[src/rtl/led_pkg.sv]
// Shared mode encodings for the multi-channel LED blinker.
package led_pkg;

  typedef enum logic [1:0] {
    MODE_OFF   = 2'd0,
    MODE_ON    = 2'd1,
    MODE_BLINK = 2'd2,
    MODE_PULSE = 2'd3
  } mode_t;

endpackage

[src/rtl/led_tick_gen.sv]
// Timebase prescaler: counts 0..DIV-1 and strobes tick while the count sits at DIV-1.
module led_tick_gen #(
  parameter int CLK_HZ  = 100000000,
  parameter int TICK_HZ = 1000
) (
  input  logic clk,
  input  logic rst_n,
  output logic tick
);

  localparam int DIV = CLK_HZ / TICK_HZ;
  localparam int PW  = (DIV > 1) ? $clog2(DIV) : 1;

  logic [PW-1:0] cnt;

  always_ff @(posedge clk or negedge rst_n) begin
    if (!rst_n) begin
      cnt <= '0;
    end else if (cnt == PW'(DIV - 1)) begin
      cnt <= '0;
    end else begin
      cnt <= cnt + PW'(1);
    end
  end

  // Decoded from the registered count; zero throughout reset because DIV >= 2.
  assign tick = (cnt == PW'(DIV - 1));

endmodule

[src/rtl/multi_led_blinker.sv]
// Multi-channel LED blinker with OFF/ON/BLINK/PULSE modes on a shared tick timebase.
// Optional per-channel PWM brightness is enabled by defining LED_PWM_EN.
module multi_led_blinker
  import led_pkg::*;
#(
  parameter int CLK_HZ  = 100000000,
  parameter int TICK_HZ = 1000,
  parameter int NUM_CH  = 4,
  parameter int CNT_W   = 16,
  localparam int CH_W   = (NUM_CH > 1) ? $clog2(NUM_CH) : 1
) (
  input  logic              clk,
  input  logic              rst_n,
  input  logic              cfg_valid,
  output logic              cfg_ready,
  input  logic [CH_W-1:0]   cfg_ch,
  input  logic [1:0]        cfg_mode,
  input  logic [CNT_W-1:0]  cfg_half_period,
  input  logic [7:0]        cfg_duty,
  output logic [NUM_CH-1:0] led,
  output logic              tick
);

  mode_t             mode [NUM_CH];
  logic [CNT_W-1:0]  hp   [NUM_CH];
  logic [CNT_W-1:0]  cnt  [NUM_CH];
  logic [NUM_CH-1:0] state;
  logic              ready;
  logic              accept;

  function automatic logic [CNT_W-1:0] last_count(input logic [CNT_W-1:0] h);
    return (h == '0) ? '0 : h - CNT_W'(1);
  endfunction

  led_tick_gen #(
    .CLK_HZ  (CLK_HZ),
    .TICK_HZ (TICK_HZ)
  ) u_tick_gen (
    .clk   (clk),
    .rst_n (rst_n),
    .tick  (tick)
  );

  assign accept    = cfg_valid && ready;
  assign cfg_ready = ready;

  // Out-of-range channels never match any index, so such writes only complete the handshake.
  always_ff @(posedge clk or negedge rst_n) begin
    if (!rst_n) begin
      ready <= 1'b0;
      state <= '0;
      for (int i = 0; i < NUM_CH; i++) begin
        mode[i] <= MODE_OFF;
        hp[i]   <= CNT_W'(1);
        cnt[i]  <= '0;
      end
    end else begin
      ready <= !accept;
      for (int i = 0; i < NUM_CH; i++) begin
        if (accept && (cfg_ch == CH_W'(i))) begin
          mode[i]  <= mode_t'(cfg_mode);
          hp[i]    <= cfg_half_period;
          cnt[i]   <= '0;
          state[i] <= (cfg_mode != MODE_OFF);
        end else if (tick) begin
          case (mode[i])
            MODE_OFF: state[i] <= 1'b0;
            MODE_ON:  state[i] <= 1'b1;
            MODE_BLINK: begin
              if (cnt[i] == last_count(hp[i])) begin
                cnt[i]   <= '0;
                state[i] <= ~state[i];
              end else begin
                cnt[i] <= cnt[i] + CNT_W'(1);
              end
            end
            MODE_PULSE: begin
              if (cnt[i] == last_count(hp[i])) begin
                cnt[i]   <= '0;
                state[i] <= 1'b0;
                mode[i]  <= MODE_OFF;
              end else begin
                cnt[i] <= cnt[i] + CNT_W'(1);
              end
            end
            default: state[i] <= 1'b0;
          endcase
        end
      end
    end
  end

`ifdef LED_PWM_EN
  logic [7:0]        duty [NUM_CH];
  logic [7:0]        pwm_cnt;
  logic [NUM_CH-1:0] led_q;

  always_ff @(posedge clk or negedge rst_n) begin
    if (!rst_n) begin
      pwm_cnt <= '0;
      led_q   <= '0;
      for (int i = 0; i < NUM_CH; i++) begin
        duty[i] <= 8'hFF;
      end
    end else begin
      pwm_cnt <= pwm_cnt + 8'd1;
      for (int i = 0; i < NUM_CH; i++) begin
        if (accept && (cfg_ch == CH_W'(i))) begin
          duty[i] <= cfg_duty;
        end
        led_q[i] <= state[i] && (pwm_cnt < duty[i]);
      end
    end
  end

  assign led = led_q;
`else
  logic unused_duty;
  assign unused_duty = ^cfg_duty;
  assign led         = state;
`endif

endmodule

[config.mk]
export PLATFORM = sky130hd
export DESIGN_NAME = multi_led_blinker
export DESIGN_NICKNAME = d
export VERILOG_FILES = /design/src/rtl/led_pkg.sv /design/src/rtl/led_tick_gen.sv /design/src/rtl/multi_led_blinker.sv
export SDC_FILE = /design/constraint.sdc
export NUM_CORES = 1
export LEC_CHECK = 0
export BUFFER_PORTS_ARGS = -buffer_cell sky130_fd_sc_hd__buf_2
export CAP_MARGIN = 10
export CORE_MARGIN = 2
export CORE_UTILIZATION = 42
export DETAILED_ROUTE_END_ITERATION = 16
export PLACE_DENSITY = 0.57
export REMOVE_ABC_BUFFERS = 1
export SKIP_CTS_REPAIR_TIMING = 1
export SLEW_MARGIN = 15
export SYNTH_ARGS = -nofsm -noshare
export SYNTH_HDL_FRONTEND = slang
export SYNTH_HIERARCHICAL = 1
export SYNTH_SLANG_ARGS = --single-unit
export TNS_END_PERCENT = 10
[constraint.sdc]
create_clock -name clk -period 7.3 [get_ports clk]
set_input_delay 1.095 -clock clk [delete_from_list [all_inputs] [get_ports clk]]
set_output_delay 1.095 -clock clk [all_outputs]
set_load 0.005 [all_outputs]
### After elaboration in Yosys (flattened, before gate mapping)

Cells that the tools add are included.

* output and inout port bits: 6
* bits in registers: 158
* input port bits: 31

* add/sub/neg operators: 9
* eq/ne operators: 28
* reductions and logical operators: 48
* bitwise logic cells: 4
* muxes and demuxes: 57

Operators with widths (number)
* $mux W16: 20
* $add A16 B1 Y16 const B: 4
* $eq A16 B16 Y1: 4
* $logic_not A16 Y1: 4
* $sub A16 B1 Y16 const B: 4
* $reduce_bool A2 Y1: 17
* $mux W2: 16
* $ne A3 B3 Y1 const B: 8
* $reduce_and A3 Y1: 8
* $eq A2 B2 Y1 const B: 10
* $add A17 B1 Y17 const B: 1
* $eq A17 B17 Y1 const B: 1
* $mux W17: 1
* $mux W1: 16
* $pmux W1 S4: 4
* $eq A2 B1 Y1 const B: 5
* $logic_not A2 Y1: 5
* $reduce_and A2 Y1: 4
* $reduce_or A2 Y1: 4
* $logic_and A1 B1 Y1: 5
* $not A1 Y1: 4
* $logic_not A1 Y1: 1

### Longest topological paths before layout

* word-level depth: 7
* depth in mapped cells: 13
* gate-level depth less buffers: 12

### By module

The synthesis kept the hierarchy.

Modules (own cells, without submodules)
* multi_led_blinker: seq. area each 3533.4 sq um, instances 1, cells each 1150, area an instance 9434.0 sq um
* led_tick_gen: seq. area each 425.4 sq um, instances 1, cells each 74, area an instance 793.3 sq um

### Least setup slack after synthesis

No wires, ideal clock.

* path kind: register to register
* from: reg hp[32] (netlist name)
* to: reg mode[4] (netlist name)
* stages on the path, launching flop included: 13
* arrival: 3147 ps
* path slack: 4033 ps
* path buffers: 1
* data required time: 7180 ps
* cell sequence: dfstp_2 > inv_1 > ha_1 > or4b_1 > clkbuf_1 > nor3_1 > mux2_2 > a221o_1 > nor4b_2 > and4b_1 > and2_1 > nand3_1 > a31o_1

* longest elaborated chain between the ends: 5

Ends and longest elaborated chain
* start, declared: RTL line multi_led_blinker.sv:25 `logic [CNT_W-1:0] hp [NUM_CH];`
* start signal, assigned by index: RTL line multi_led_blinker.sv:62 `hp[i] <= cfg_half_period;`
* $sub A16 B1 Y16 or $logic_not A16 Y1 (tied branches): RTL line multi_led_blinker.sv:32 `return (h == '0) ? '0 : h - CNT_W'(1);`
* $mux W16 *: RTL line multi_led_blinker.sv:32
* $eq A16 B16 Y1 *: RTL line multi_led_blinker.sv:78 `if (cnt[i] == last_count(hp[i])) begin`
* $reduce_bool A2 Y1 (no line) *
* $reduce_and A3 Y1 (no line) *
* end signal, assigned by index: RTL line multi_led_blinker.sv:61 `mode[i] <= mode_t'(cfg_mode);`
* end, declared: RTL line multi_led_blinker.sv:24 `mode_t mode [NUM_CH];`

Every way passes the cells marked *; elsewhere a longest branch is shown, timed or not.
A chain may end at the register's enable or synchronous reset.

==> run_results.csv <==
group,metric,value,unit
yosys,synth_ff_type,"dfrtp_1",
floorplan,dieArea,0.0256,mm^2
worst_setup_path,critPathArrivalTime,4.24,ns
worst_setup_path,crit_slowest_cell,"o22ai_1",
final_layout,fin_nets,1269,
yosys,yosysWarnings,6,
worst_setup_path,r2r_start,"hp[28]$_DFFE_PN0P_",
yosys,syn_inst,1224,
cts,cts_tree,"done",
worst_setup_path,rrSetupSlack,3.33,ns
cts,htree_levels,4,
worst_setup_path,worstSetupPathType,"reg2reg",
yosys,ys_seq_elements,158,
drt,wl,26.0,mm
drt,post_drt_wl_per_cell,16.8,um
global_route,overflow,0,
final_layout,n_antenna_cell,0,
yosys,synth.distinct_cells,82,
worst_setup_path,reg2regPathDepth,9,
cts,clockBufferDepth,2,
sta,fmax,252,MHz
yosys,synthMostInstantiatedCell,"nand2_1",
floorplan,num_rows,57,
sta,tightest_slew,1.06,ns
drt,vias,8668,
drt,first_pass_iters,5,
worst_setup_path,r2r-end,"cnt[24]$_DFFE_PN0P_",
floorplan,die_w,160,um
final_layout,final_util,46.4,%
yosys,ys_seq_area_share,38.7,%
final_layout,area_delta_synth_final,9.31,%
outcome,status,"finished, final reports clean",
final_layout,drive_above_1_share,9.02,%
yosys,yosys.area.top_type_share,37.7,%
drt,viasPerCell,5.58,
cts,cts.clk_slew.worst_paths,0.07,ns
sta,setup-tns-final,0,ns
worst_setup_path,path_cells,"or4_1, nor4_1, nand2_1, o31a_1, o32ai_1, o311ai_1, or3_1, o22ai_1, nor2_1",
drt,ant_nets,0,
cts,clkLatencyLatePin,0.43,ns
power_and_ir_drop,max-vdd-ir-drop,0.000135,V
cts,root_buffer,"clkbuf_16",
yosys,synth_edf_count,0,
power_and_ir_drop,p_per_area,244,mW/mm^2
drt,drc,0,
sta,finalClockSkew,0.0139,ns
cts,cts_made_buffers,17,
sta,max_slew_margin,29.4,%
cts,clock_sinks,158,
placed_design,dp_hpwl,18.5,mm
floorplan,die_y,160,um
placed_design,place_congestion,0.879,
global_route,grt_pass1_wl,42.6,mm
yosys,synth_area_leaders,"dfrtp_1 38%, nand2_1 7.9%, xnor2_1 5.1%",
yosys,syn_area_per_cell,8.36,um^2
global_route,track_usage,20.5,%
placed_design,io_buffers,28,
min_path,hold_class,"reg2reg",
yosys,async_flop_share,100,%
sta,finalCritPeriodShare,54.4,%
floorplan,start_util,42.4,%
run,maxCapViolCount,0,
worst_setup_path,cp_slowest_stage_delay,0.83,ns
global_route,grt_pass1_vias,8076,
yosys,mappedNetlistArea,0.0102,mm^2
yosys,ys_top_cells_by_count,"215 x nand2_1, 154 x dfrtp_1, 111 x nor2_1, 59 x xnor2_1, 53 x nand3_1",
floorplan,core-area,0.0241,mm^2
worst_setup_path,cp-end-kind,"flop",
sta,setup_viol,0,
drt,drtIter0Drc,714,
worst_setup_path,cp.required,7.57,ns
yosys,yosys.area.top_type,"dfrtp_1",
worst_setup_path,crit_end,"cnt[24]$_DFFE_PN0P_",
global_route,grt_max_degree,94,
sta,slew_violations,0,
worst_setup_path,cp-startpoint,"hp[28]$_DFFE_PN0P_",
worst_setup_path,worstPathMaxFanout,13,
sta,hold_viol,0,
worst_setup_path,cp-start-kind,"flop",
global_route,antenna_found_initial,0,
floorplan,io_pins,37,
power_and_ir_drop,p_leak,4.71,nW
sta,min_period,3.97,ns
sta,rsz0062_at_grt,"false",
==> how the worst min path moves through the flow <==
| stage | startpoint | to | slack [ns] | cells past startpoint |
|---|---|---|---|---|
| floorplan | u_tick_gen/cnt[14]$_DFF_PN0_ | u_tick_gen/cnt[14]$_DFF_PN0_ | 0.45 | 1 |
| detailed placement | u_tick_gen/cnt[0]$_DFF_PN0_ | u_tick_gen/cnt[0]$_DFF_PN0_ | 0.48 | 1 |
| CTS | u_tick_gen/cnt[0]$_DFF_PN0_ | u_tick_gen/cnt[0]$_DFF_PN0_ | 0.49 | 1 |
| finish | u_tick_gen/cnt[0]$_DFF_PN0_ | u_tick_gen/cnt[0]$_DFF_PN0_ | 0.49 | 1 |
| global route | u_tick_gen/cnt[0]$_DFF_PN0_ | u_tick_gen/cnt[0]$_DFF_PN0_ | 0.51 | 1 |
| global placement | u_tick_gen/cnt[0]$_DFF_PN0_ | u_tick_gen/cnt[0]$_DFF_PN0_ | 0.48 | 1 |
==> cell usage in the layout, fill, tap and decap left out, drive strengths merged, types with 26 or more instances in the layout <==
| master | n |
|---|---|
| nor3 | 50 |
| nand3 | 53 |
| inv | 40 |
| nor2 | 112 |
| xnor2 | 59 |
| nand2 | 216 |
| xor2 | 50 |
| a21oi | 49 |
| dfrtp | 154 |
| or3 | 26 |
| buf | 35 |
| o21ai | 57 |
| nor4 | 29 |
==> layout make-up <==
class                      instances  area [um^2]
clock inverter                    12          135
multi-input combinational        967         5890
clock buffer                      20          447
tap                              324          405
timing repair buffer              35          199
fill                            2445        12900
sequential                       158         3960
inverter                          38          143
==> registers in the layout, indices dropped and copies added, names as in the netlist <==
name            count
cfg_ready           1
cnt                64
hp                 64
led                 4
mode                8
u_tick_gen/cnt     17
==> report_power, final <==
part	switching, W	leakage, nW	internal, W
Sequential	0.000179	1.96	0.000987
Clock	0.000387	0.273	0.000515
Combinational	0.000363	2.48	0.000293
==> metal layers <==
layer	track usage [%]	part of all wire (%)
met1	28.9	49
met2	33.3	46
met3	3.17	3.9
met4	4.59	1.0
met5	0	0
==> worst max-delay path: cells and delay by family, from the launching register on <==
kind / cells / cell delay (ns)
AOI/OAI and AO/OA: 4 / 1.57
DFF: 1 / 0.44
and+or+nand+nor: 5 / 1.81
==> kinds of logic (layout without fill, tap and decap cells) <==
kind of cell / after synthesis / count (layout) / share of synthesized area (%)
buf+inv: 99 / 105 / 3.83
compound gates: 198 / 198 / 12.5
simple gates: 609 / 609 / 29.9
flops: 158 / 158 / 38.7
fa+ha+maj: 21 / 21 / 2.57
mux: 30 / 30 / 3.12
xor+xnor: 109 / 109 / 9.33
==> stage by stage <==
step	setup slack (ns)	power, W	std cells	hold slack, ns	cell area [um^2]
after floorplan	3.43	0.00163	1163	0.455	9980
after global placement	3.45	0.00182	1522	0.476	10600
after detailed placement	3.38	0.00183	1522	0.479	10600
after CTS	3.36	0.00274	1554	0.489	11200
after global routing	3.00	0.00289	1554	0.509	11200
final	3.33	0.00272	1554	0.486	11200
Note: power is estimated with default switching activity, not from simulation.
